## src/rtl/pipeline_control_if.sv

```systemverilog
// pipeline_control_if
//   Groups the hazard-detection inputs and the pipeline control outputs of
//   the five-stage pipeline hazard/sequencing controller.
//   master : datapath side. It drives the hazard inputs and receives the
//            control outputs.
//   slave  : controller side (pipeline_control).
//   Hazard inputs   : idExMemRead, idExRt, ifIdRs, ifIdRt, ifIdUsesRt, jump,
//                     branchTaken, memReq, memReady
//   Control outputs : pcWrite, ifIdWrite, ifIdFlush, idExFlush, pipeFreeze,
//                     busError, ctrlState, stallCount
interface pipeline_control_if;
    logic        idExMemRead;
    logic [4:0]  idExRt;
    logic [4:0]  ifIdRs;
    logic [4:0]  ifIdRt;
    logic        ifIdUsesRt;
    logic        jump;
    logic        branchTaken;
    logic        memReq;
    logic        memReady;

    logic        pcWrite;
    logic        ifIdWrite;
    logic        ifIdFlush;
    logic        idExFlush;
    logic        pipeFreeze;
    logic        busError;
    logic [1:0]  ctrlState;
    logic [15:0] stallCount;

    modport master (
        output idExMemRead, idExRt, ifIdRs, ifIdRt, ifIdUsesRt,
               jump, branchTaken, memReq, memReady,
        input  pcWrite, ifIdWrite, ifIdFlush, idExFlush, pipeFreeze,
               busError, ctrlState, stallCount
    );

    modport slave (
        input  idExMemRead, idExRt, ifIdRs, ifIdRt, ifIdUsesRt,
               jump, branchTaken, memReq, memReady,
        output pcWrite, ifIdWrite, ifIdFlush, idExFlush, pipeFreeze,
               busError, ctrlState, stallCount
    );
endinterface

```

## src/rtl/pipeline_control.sv

```systemverilog
// pipeline_control
//   Hazard and sequencing controller for the five-stage pipeline. It handles
//   load-use stalls, branch/jump flushes, and multi-cycle data-memory waits.
//   A memory-wait watchdog drives a sticky error state, and a saturating
//   counter tracks stall cycles.
//   Parameter : TIMEOUT - maximum consecutive MEM_WAIT cycles (1..65535)
//   Ports     : clock  - rising-edge pipeline clock
//               reset  - asynchronous, active-low
//               bus    - pipeline_control_if.slave (hazard inputs, controls)
module pipeline_control #(
    parameter int unsigned TIMEOUT = 255
) (
    input  logic               clock,
    input  logic               reset,
    pipeline_control_if.slave  bus
);

    typedef enum logic [1:0] {
        RUN      = 2'd0,
        MEM_WAIT = 2'd1,
        ERROR    = 2'd2
    } state_t;

    localparam logic [15:0] TIMEOUT_W = 16'(TIMEOUT);

    state_t      state, stateNext;
    logic [15:0] waitCnt, waitCntNext;
    logic [15:0] stallCnt;

    logic loadUse;
    logic lpPcWrite, lpIfIdWrite, lpIfIdFlush, lpIdExFlush;
    logic pcWriteC, ifIdWriteC, ifIdFlushC, idExFlushC, pipeFreezeC, busErrorC;

    // Lower-priority hazard decode shared by RUN and the MEM_WAIT release cycle.
    always_comb begin
        loadUse = bus.idExMemRead && (bus.idExRt != 5'd0) &&
                  ((bus.idExRt == bus.ifIdRs) ||
                   (bus.ifIdUsesRt && (bus.idExRt == bus.ifIdRt)));
        lpPcWrite   = 1'b1;
        lpIfIdWrite = 1'b1;
        lpIfIdFlush = 1'b0;
        lpIdExFlush = 1'b0;
        if (bus.branchTaken) begin
            lpIfIdFlush = 1'b1;
            lpIdExFlush = 1'b1;
        end else if (loadUse) begin
            lpPcWrite   = 1'b0;
            lpIfIdWrite = 1'b0;
            lpIdExFlush = 1'b1;
        end else if (bus.jump) begin
            lpIfIdFlush = 1'b1;
        end
    end

    always_comb begin
        stateNext   = state;
        waitCntNext = waitCnt;
        pcWriteC    = lpPcWrite;
        ifIdWriteC  = lpIfIdWrite;
        ifIdFlushC  = lpIfIdFlush;
        idExFlushC  = lpIdExFlush;
        pipeFreezeC = 1'b0;
        busErrorC   = 1'b0;
        unique case (state)
            RUN: begin
                if (bus.memReq && !bus.memReady) begin
                    pcWriteC    = 1'b0;
                    ifIdWriteC  = 1'b0;
                    ifIdFlushC  = 1'b0;
                    idExFlushC  = 1'b0;
                    pipeFreezeC = 1'b1;
                    stateNext   = MEM_WAIT;
                    waitCntNext = 16'd1;
                end
            end
            MEM_WAIT: begin
                if (!bus.memReady) begin
                    pcWriteC    = 1'b0;
                    ifIdWriteC  = 1'b0;
                    ifIdFlushC  = 1'b0;
                    idExFlushC  = 1'b0;
                    pipeFreezeC = 1'b1;
                    if (waitCnt >= TIMEOUT_W) begin
                        stateNext = ERROR;
                    end else begin
                        waitCntNext = waitCnt + 16'd1;
                    end
                end else begin
                    // Stage contents were held by the freeze, so the release
                    // cycle resolves the hazards that built up during the wait.
                    stateNext   = RUN;
                    waitCntNext = '0;
                end
            end
            ERROR: begin
                pcWriteC    = 1'b0;
                ifIdWriteC  = 1'b0;
                ifIdFlushC  = 1'b0;
                idExFlushC  = 1'b0;
                pipeFreezeC = 1'b1;
                busErrorC   = 1'b1;
            end
            default: begin
                stateNext   = RUN;
                waitCntNext = '0;
            end
        endcase
    end

    always_ff @(posedge clock or negedge reset) begin
        if (!reset) begin
            state    <= RUN;
            waitCnt  <= '0;
            stallCnt <= '0;
        end else begin
            state   <= stateNext;
            waitCnt <= waitCntNext;
            if (!pcWriteC && (stallCnt != '1)) begin
                stallCnt <= stallCnt + 16'd1;
            end
        end
    end

    // Reset overrides the outputs combinationally, so the pipeline is held
    // from the moment reset asserts rather than from the next edge.
    always_comb begin
        bus.pcWrite    = reset & pcWriteC;
        bus.ifIdWrite  = reset & ifIdWriteC;
        bus.ifIdFlush  = reset & ifIdFlushC;
        bus.idExFlush  = reset & idExFlushC;
        bus.pipeFreeze = ~reset | pipeFreezeC;
        bus.busError   = reset & busErrorC;
        bus.ctrlState  = reset ? state : RUN;
        bus.stallCount = stallCnt;
    end

endmodule
```

## src/flat_wrapper.sv

```systemverilog
// flat-port wrapper written by rule: the top's interface ports become plain ports
module pipeline_control_flat 
#(
    parameter int unsigned TIMEOUT = 255
)
  (clock, reset, bus_idExMemRead, bus_idExRt, bus_ifIdRs, bus_ifIdRt, bus_ifIdUsesRt, bus_jump, bus_branchTaken, bus_memReq, bus_memReady, bus_pcWrite, bus_ifIdWrite, bus_ifIdFlush, bus_idExFlush, bus_pipeFreeze, bus_busError, bus_ctrlState, bus_stallCount);
  pipeline_control_if bus_i ();
  input  logic clock;
  input  logic reset;
  input wire logic [$bits(bus_i.idExMemRead)-1:0] bus_idExMemRead;
  input wire logic [$bits(bus_i.idExRt)-1:0] bus_idExRt;
  input wire logic [$bits(bus_i.ifIdRs)-1:0] bus_ifIdRs;
  input wire logic [$bits(bus_i.ifIdRt)-1:0] bus_ifIdRt;
  input wire logic [$bits(bus_i.ifIdUsesRt)-1:0] bus_ifIdUsesRt;
  input wire logic [$bits(bus_i.jump)-1:0] bus_jump;
  input wire logic [$bits(bus_i.branchTaken)-1:0] bus_branchTaken;
  input wire logic [$bits(bus_i.memReq)-1:0] bus_memReq;
  input wire logic [$bits(bus_i.memReady)-1:0] bus_memReady;
  output wire logic [$bits(bus_i.pcWrite)-1:0] bus_pcWrite;
  output wire logic [$bits(bus_i.ifIdWrite)-1:0] bus_ifIdWrite;
  output wire logic [$bits(bus_i.ifIdFlush)-1:0] bus_ifIdFlush;
  output wire logic [$bits(bus_i.idExFlush)-1:0] bus_idExFlush;
  output wire logic [$bits(bus_i.pipeFreeze)-1:0] bus_pipeFreeze;
  output wire logic [$bits(bus_i.busError)-1:0] bus_busError;
  output wire logic [$bits(bus_i.ctrlState)-1:0] bus_ctrlState;
  output wire logic [$bits(bus_i.stallCount)-1:0] bus_stallCount;
  assign bus_i.idExMemRead = bus_idExMemRead;
  assign bus_i.idExRt = bus_idExRt;
  assign bus_i.ifIdRs = bus_ifIdRs;
  assign bus_i.ifIdRt = bus_ifIdRt;
  assign bus_i.ifIdUsesRt = bus_ifIdUsesRt;
  assign bus_i.jump = bus_jump;
  assign bus_i.branchTaken = bus_branchTaken;
  assign bus_i.memReq = bus_memReq;
  assign bus_i.memReady = bus_memReady;
  assign bus_pcWrite = bus_i.pcWrite;
  assign bus_ifIdWrite = bus_i.ifIdWrite;
  assign bus_ifIdFlush = bus_i.ifIdFlush;
  assign bus_idExFlush = bus_i.idExFlush;
  assign bus_pipeFreeze = bus_i.pipeFreeze;
  assign bus_busError = bus_i.busError;
  assign bus_ctrlState = bus_i.ctrlState;
  assign bus_stallCount = bus_i.stallCount;
  pipeline_control #(.TIMEOUT(TIMEOUT)) u_core (.clock(clock), .reset(reset), .bus(bus_i));
endmodule
```

## config.mk

```make
export PLATFORM = sky130hd
export DESIGN_NAME = pipeline_control_flat
export DESIGN_NICKNAME = d
export VERILOG_FILES = /design/src/rtl/pipeline_control_if.sv /design/src/rtl/pipeline_control.sv /design/src/flat_wrapper.sv
export SDC_FILE = /design/constraint.sdc
export NUM_CORES = 1
export LEC_CHECK = 0
export ABC_AREA = 1
export BUFFER_PORTS_ARGS = -buffer_cell sky130_fd_sc_hd__clkbuf_2
export CORE_ASPECT_RATIO = 0.75
export CORE_MARGIN = 2
export CORE_UTILIZATION = 42
export DETAILED_ROUTE_END_ITERATION = 7
export GPL_ROUTABILITY_DRIVEN = 0
export GPL_TIMING_DRIVEN = 0
export HOLD_SLACK_MARGIN = 0.08
export SLEW_MARGIN = 5
export SYNTH_ARGS = -nofsm -noshare
export SYNTH_HDL_FRONTEND = slang
export SYNTH_SLANG_ARGS = --single-unit
```

## constraint.sdc

```tcl
create_clock -name clock -period 2.2 [get_ports clock]
set_clock_uncertainty 0.15 [all_clocks]
set_input_delay 0.44 -clock clock [delete_from_list [all_inputs] [get_ports clock]]
set_output_delay 0.44 -clock clock [all_outputs]
set_load 0.03 [all_outputs]
```

# Word-level counts from Yosys, hierarchy flattened
# Cells that the tools add are included.
# Widths: inputs -> output; s select.
totals:
  reg_bits: 34
  out_inout_bits: 24
  wordCells: 62
classes:
  addsub: 2
  n_lt_le_gt_ge: 1
  n_eq_ne: 8
  n_mux: 29
  n_bitwise: 7
  reduce_logical: 12
ops:
  columns: ["op", "count"]
  rows:
  - ["$mux 16", 3]
  - ["$pmux 16 s3", 1]
  - ["$add 16x1->16 const B", 2]
  - ["$ge 16x8->1 const B", 1]
  - ["$mux 1", 16]
  - ["$ne 16x16->1 const B", 1]
  - ["$pmux 1 s3", 4]
  - ["$eq 5x5->1", 2]
  - ["$mux 2", 4]
  - ["$pmux 2 s3", 1]
  - ["$reduce_and 3->1", 2]
  - ["$logic_and 1x1->1", 5]
  - ["$reduce_bool 5->1", 1]
  - ["$and 1x1->1", 4]
  - ["$ne 3x2->1 const B", 1]
  - ["$ne 3x3->1 const B", 1]
  - ["$eq 2x1->1 const B", 1]
  - ["$eq 2x2->1 const B", 1]
  - ["$logic_not 1->1", 2]
  - ["$logic_not 2->1", 1]
  - ["$ne 2x1->1 const B", 1]
  - ["$not 1->1", 2]
  - ["$logic_or 1x1->1", 1]
  - ["$or 1x1->1", 1]

# Longest topological paths before layout
# Gate-level depths: netlist (run 1).
depth:
  depth_word: 10
  depth_mapped: 12
  ltp_nobuf: 11

# Worst setup path after synthesis (run 1)
# OpenSTA, ideal clock, no wires.
synth_timing:
  path_kind: "register -> output"
  from: "register u_core.state[0]"
  to: "output bus_pcWrite"
  t_arrival_ps: 1622
  t_required_ps: 1610
  path_slack_ps: -12
  stages_incl_launch_ff: 9
  n_path_buf: 1
  path_cell_list: "dfrtp_1 -> nor2_1 -> nand2_1 -> o21ai_0 -> nand2_1 -> inv_1 -> nand2_1 -> inv_1 -> buf_4"
synth_between:
  elab_chain_len: 3
  word_cells_on_any_way: 5
  classes_between: "eq/ne (2); mux (1); bitwise (1); reduce/logical (1)"
synth_lines:
  columns: ["element", "line_no", "text"]
  rows:
  - ["start, declared", "pipeline_control.sv:26", "state_t state, stateNext;"]
  - ["start signal, assigned", "pipeline_control.sv:116", "state <= stateNext;"]
  - ["$eq 2x2->1, or another cell as far along", null, null]
  - ["$pmux 1 s3 *", null, null]
  - ["$and 1x1->1 *", null, null]
  - ["end, declared", "flat_wrapper.sv:19", "output wire logic [$bits(bus_i.pcWrite)-1:0] bus_pcWrite;"]
# Mark *: on every way between the ends. The rest lies on a longest branch, timed or not.

# Final worst setup path (run 1)
layout_timing:
  from: "register u_core.state[0]"
  to: "output bus_pcWrite"
layout_between:
  elab_chain_len: 3
  word_cells_on_any_way: 5
  classes_between: "eq/ne (2); mux (1); bitwise (1); reduce/logical (1)"
layout_lines:
  columns: ["element", "line_no", "text"]
  rows:
  - ["$eq 2x2->1, or another cell as far along", "pipeline_control.sv:64", "unique case (state)"]
  - ["$pmux 1 s3 *", "pipeline_control.sv:64", null]
  - ["$and 1x1->1 *", "pipeline_control.sv:127", "bus.pcWrite = reset & pcWriteC;"]
# Marks and branches as above.

==> results of run 1 <==
repair_timing:
action	in CTS	in global routing
resized for setup	5	8
hold buffers	2	0
buffers inserted	2	2
hold endpoints to repair	34	0
endpoints found under the setup margin	7	9
pin swaps	1	3
synthesized netlist by cell type, drive strengths merged:
cell type,n
nand2,102
inv,46
nor2,44
dfrtp,34
nand3,29
xor2,9
o21ai,8
xnor2,7
a21oi,6
nor3,6
buf,5
nand4,4
ha,2
nand3b,2
a32o,1
nor3b,1
or2,1
final cells by class:
class,instances,share of cell area (%)
Buffer,5,1.49
Clock buffer,5,2.56
Clock inverter,3,2.56
Inverter,46,6.42
Multi-Input combinational cell,222,41.5
Sequential cell,34,31.7
Tap cell,60,2.79
Timing Repair Buffer,52,11.0
per-stage QoR:
stage,worst slack [ns],hold WS [ns]
after floorplan,0.0554,-0.00559
after global placement,-0.228,0.325
after detailed placement,-0.233,0.336
after CTS,0.0349,0.346
after global routing,-0.0157,0.357
final,0.0813,0.346
power breakdown:
group	leakage [uW]	total, uW	internal [uW]	switching, uW
combinational	0.00109	87.9	34.5	53.5
clock	0.0000683	703	454	249
sequential	0.000392	624	624	0
layer usage:
layer	track usage (%)	wire length (um)
met3	4.24	267
met5	0	0
met4	6.45	52
met2	24.9	1850
met1	29.6	2750
registers in the layout (all words and copies together), names as in the netlist:
signal / flops
u_core.bus.stallCount: 16
u_core.state: 2
u_core.waitCnt: 16
worst register-to-register path, delay by kind of cell (launching register included):
kind          cells  cell delay, ns
simple gates      6            0.72
flops             1            0.43
fa+ha+maj         1            0.23
buf+inv           2            0.35
cells by family (layout without fill, tap and decap cells):
logic type,after synthesis,after routing
flops,34,34
fa+ha+maj,2,2
compound gates,15,15
simple gates,189,189
buf+inv,51,111
xor+xnor,16,16
final timing paths:
check / from / endpoint / slack, ns / cells after the start
setup reg to reg: u_core.bus.stallCount[0]$_DFFE_PN0P_ / u_core.bus.stallCount[14]$_DFFE_PN0P_ / 0.20 / 9
max in group asynchronous: reset / u_core.bus.stallCount[0]$_DFFE_PN0P_ / 1.08 / 3
setup / recovery: u_core.state[0]$_DFFE_PN0P_ / bus_pcWrite / 0.08 / 9
hold reg to reg: u_core.waitCnt[15]$_DFFE_PN0P_ / u_core.waitCnt[15]$_DFFE_PN0P_ / 0.35 / 2
min in group asynchronous: reset / u_core.waitCnt[8]$_DFFE_PN0P_ / 0.64 / 3
hold / removal: u_core.waitCnt[15]$_DFFE_PN0P_ / u_core.waitCnt[15]$_DFFE_PN0P_ / 0.35 / 2
==> impl_metrics.ini, run 1 <==
[sta]
drv_slew = 0
final-hold-violation-count = 0
final.setup.tns_ns = 0
worst_pin_slew_ns = 0.356
final.min_clock_period_ns = 2.12
relSlewSlack_pct = 76.2
min_period_over_period_pct = 96.3
max_freq_mhz = 472
finalSetupViolations = 0

[logic_synthesis]
ys_ff_latch = 34
syn_inst = 307
synth_xor_area_share_pct = 6.52
avgSynthCellArea_sq_um = 7.00
yosysSeqAreaShare_pct = 39.6
synth_warnings = 0
netlist_area_sq_mm = 0.00215
synthMuxAreaShare_pct = 0
synth_top_family_by_area = simple AND/OR/NAND/NOR gates
synth_nets = 332
synth_compound_area_share_pct = 3.73
synth_top_cells_by_area = dfrtp_1, nand2_1, inv_1
yosysTopAreaCellShare_pct = 39.6
synth_cell_type_count = 27
synth_simple_gate_area_share_pct = 39.1
synth_fa_ha_area_share_pct = 1.16
yosys.area.top_type = dfrtp_1

[worst_setup_path]
worstPathBufferInverterCount = 4
crit_type = reg2out
path_cells = nor2_2 > nand2_2 > o21ai_2 > nand2_2 > inv_1 > nand2_2 > inv_1 > buf_4 > buf_4
required_ns = 1.61
crit_path_max_incr_delay_ns = 0.42
worst_setup_path_end_kind = output port
cp.arrival_ns = 1.53
cp_slowest_cell = dfrtp_1
crit_family = flip-flops
crit_fanout = 3
crit_top_cell = nand2_2
startpoint_type = flop

[place]
dpl_cell_area_sq_mm = 0.00246
dp.final_hpwl_um = 3660
placed_cells = 413
numPortBuffers = 46

[layout]
nFillCells = 493
final_cell_mix = nand2_1, clkbuf_2, inv_1
multiInputGateArea_sq_mm = 0.00111
syn2layout_area_growth_pct = 25.0
fin_util_pct = 54.9
final_area_sq_mm = 0.00269
drive_above_1_share_pct = 24.5
diodes = 0
fin_nets = 391
seq_area_sq_um = 852
layout_commonest_cell = nand2_1
instances_no_fill = 427

[min_path]
hp-class = reg2reg

[die]
fp.dieW_um = 86.6
rows = 22
ios = 47
core-area_sq_mm = 0.00490
die_area_sq_mm = 0.00571
start_util_pct = 43.9
die_height_um = 66.0

[cts]
clockBufferDepth = 2
cts_max_level = 2
clk_pin_slew_ns = 0.07
cts.sink_count = 34
cts_made_buffers = 5
clk_latency_ns = 0.29
cts_tree = built
root_buffer = clkbuf_8

[power_and_ir_drop]
total_power_uw = 1420
pwr_density_cell_mw_per_mm2 = 527
vdd_drop_max_mv = 0.450
p_leak_uw = 0.00155

[global_routing]
overflow = 0
grt_pass1_vias = 1824
grt_max_degree = 35
grt_antenna_before_repair = 0
grt_pass1_wl_um = 8340
grt_usage_pct = 18.9

[detailed_routing]
drc = 0
drt_iter0_markers = 87
ant_nets = 0
dr.pass1.iters = 4
post_drt_wl_per_cell_um = 11.5
vias = 2002
viasPerCell = 4.69
drt_wl_total_um = 4930

[flow_run]
maxCapViolCount = 0

[run_status]
status = complete, no violations
(Power assumes the default switching activity.)
==> run 2, diff against run 1 <==
- REMOVE_ABC_BUFFERS: default -> 1
==> run 2 against run 1 <==
First-iteration DRC count increased by 84%. Register-to-register slack gained 0.05 ns. Maximum frequency is 1.2% higher. Design area decreased by 3.9%. Sequential share of layout area increased by 1.4 points. Count of clock-buffer cells in the layout grew 1. Non-clock buffer count shrank 7. Cell count is 1.6% lower. Combinational power fell by 4.6%. Worst setup slack improved by 0.026 ns. Clock power down 30%. Critical path depth is 1 lower. Critical endpoint is now bus_ifIdWrite.
==> impl_metrics.ini, run 2 (synthesis results as in run 1) <==
[worst_setup_path]
cp.arrival_ns = 1.50
worst_setup_path_end_kind = output port
crit_fanout = 3
crit_type = reg2out
worstPathBufferInverterCount = 3
path_cells = nor2_4 > nand2_1 > o21ai_2 > nand2_2 > inv_1 > nand2_1 > inv_1 > clkbuf_4
crit_cells = 8
crit_family = flip-flops
cp_slowest_cell = dfrtp_2
startpoint_type = flop
crit_path_max_incr_delay_ns = 0.44
required_ns = 1.61
r2r_slack_ns = 0.25
timing.rr.start = u_core.waitCnt[0]$_DFFE_PN0P_
rr_worst_depth = 11
r2r-end = u_core.waitCnt[3]$_DFFE_PN0P_
worstSetupStartpoint = u_core.state[0]$_DFFE_PN0P_

[sta]
finalSetupViolations = 0
rsz0062_at_grt = yes
final.min_clock_period_ns = 2.09
final-hold-violation-count = 0
max_freq_mhz = 478
drv_slew = 0
relSlewSlack_pct = 72.9
worst_pin_slew_ns = 0.404
min_period_over_period_pct = 95.1

[layout]
nFillCells = 511
layout_commonest_cell = nand2_1
drive_above_1_share_pct = 21.9
multiInputGateArea_sq_mm = 0.00110
seq_area_sq_um = 855
final_cell_mix = nand2_1, clkbuf_2, inv_1
syn2layout_area_growth_pct = 20.1
instances_no_fill = 420
fin_nets = 384
final_area_sq_mm = 0.00258
diodes = 0

[detailed_routing]
drt_wl_total_um = 4680
post_drt_wl_per_cell_um = 11.2
vias = 1986
viasPerCell = 4.73
dr.pass1.iters = 4
drt_iter0_markers = 160
ant_nets = 0
drc = 0

[run_status]
status = complete, no violations

[die]
die_height_um = 66.0
ios = 47
fp.dieW_um = 86.6
die_area_sq_mm = 0.00571
rows = 22
start_util_pct = 43.9
core-area_sq_mm = 0.00490

[min_path]
hold_end = u_core.waitCnt[11]$_DFFE_PN0P_
min_from = u_core.waitCnt[11]$_DFFE_PN0P_
hp-class = reg2reg
min_path_cells = 2

[flow_run]
maxCapViolCount = 0

[cts]
clockBufferDepth = 2
cts.sink_count = 34
cts_tree = built
root_buffer = clkbuf_8
cts_max_level = 2
clk_pin_slew_ns = 0.07
clk_latency_ns = 0.29
cts_made_buffers = 5

[global_routing]
grt_antenna_before_repair = 0
grt_usage_pct = 17.9
grt_pass1_wl_um = 7920
grt_max_degree = 35
grt_pass1_vias = 1729
overflow = 0

[place]
dp.final_hpwl_um = 3440
numPortBuffers = 46
dpl_cell_area_sq_mm = 0.00241
placed_cells = 408

[power_and_ir_drop]
total_power_uw = 1200
p_leak_uw = 0.00150
pwr_density_cell_mw_per_mm2 = 464
vdd_drop_max_mv = 0.432
-- run 2: cell types whose count changed in the layout (fill, tap and decap cells not counted), sizes merged --
cell      change
buf           -7
clkinvlp      +1
bufinv        -2
clkbuf        +1
-- run 2: final cells by class --
class,count,share of cell area (%)
multi-input combinational,222,42.6
sequential,34,33.1
timing repair buffer,50,11.0
inverter,46,6.69
clock buffer,6,3.20
tap,60,2.91
clock inverter,2,0.484
-- run 2: metrics by stage --
step / setup TNS [ns] / setup slack [ns] / util (%) / hold slack [ns]
after floorplan: 0 / 0.00943 / - / -0.00559
after global placement: -1.02 / -0.246 / 49.3 / 0.326
after detailed placement: -1.12 / -0.250 / 49.3 / 0.334
after CTS: 0 / 0.0314 / 52.3 / 0.348
after global routing: -0.0741 / -0.0318 / 52.7 / 0.357
final: 0 / 0.107 / 52.7 / 0.343
-- run 2: timing repair --
action	in CTS	in global routing
hold buffers	2	0
endpoints found under the hold margin	34	0
setup endpoints to repair	7	20
resized for setup	6	8
setup buffers	1	1
pin swaps	0	0
-- run 2: report_power, final --
group,total [uW],internal (uW),leakage (uW),switching [uW]
registers,625,625,0.000390,0
logic,83.9,33.8,0.00106,50.2
clock network,489,252,0.0000472,238
-- run 2: worst max path at each step --
| stage | slack [ns] | endpoint |
|---|---|---|
| 5_1_grt | -0.03 | bus_ifIdWrite |
| 6_report | 0.11 | bus_ifIdWrite |
| 4_1_cts | 0.03 | bus_ifIdFlush |
| 3_3_place_gp | -0.25 | bus_ifIdFlush |
| 2_1_floorplan | 0.009 | bus_ifIdFlush |
| 3_5_place_dp | -0.25 | bus_ifIdFlush |
-- run 2: metal layers --
layer	wire length [um]	share of wire, %	vias up	global-route usage [%]
li1	-	-	1045	-
met1	2600	55	882	27.5
met2	1760	38	51	24.4
met3	272	5.8	8	3.87
met4	56	1.2	0	5.86
met5	0	0	-	0
-- run 2: tightest hold or removal path, stage by stage (launching register included) --
cell and delay [ns]:
dfrtp_1 0.32, inv_1 0.05, nor2_1 0.09
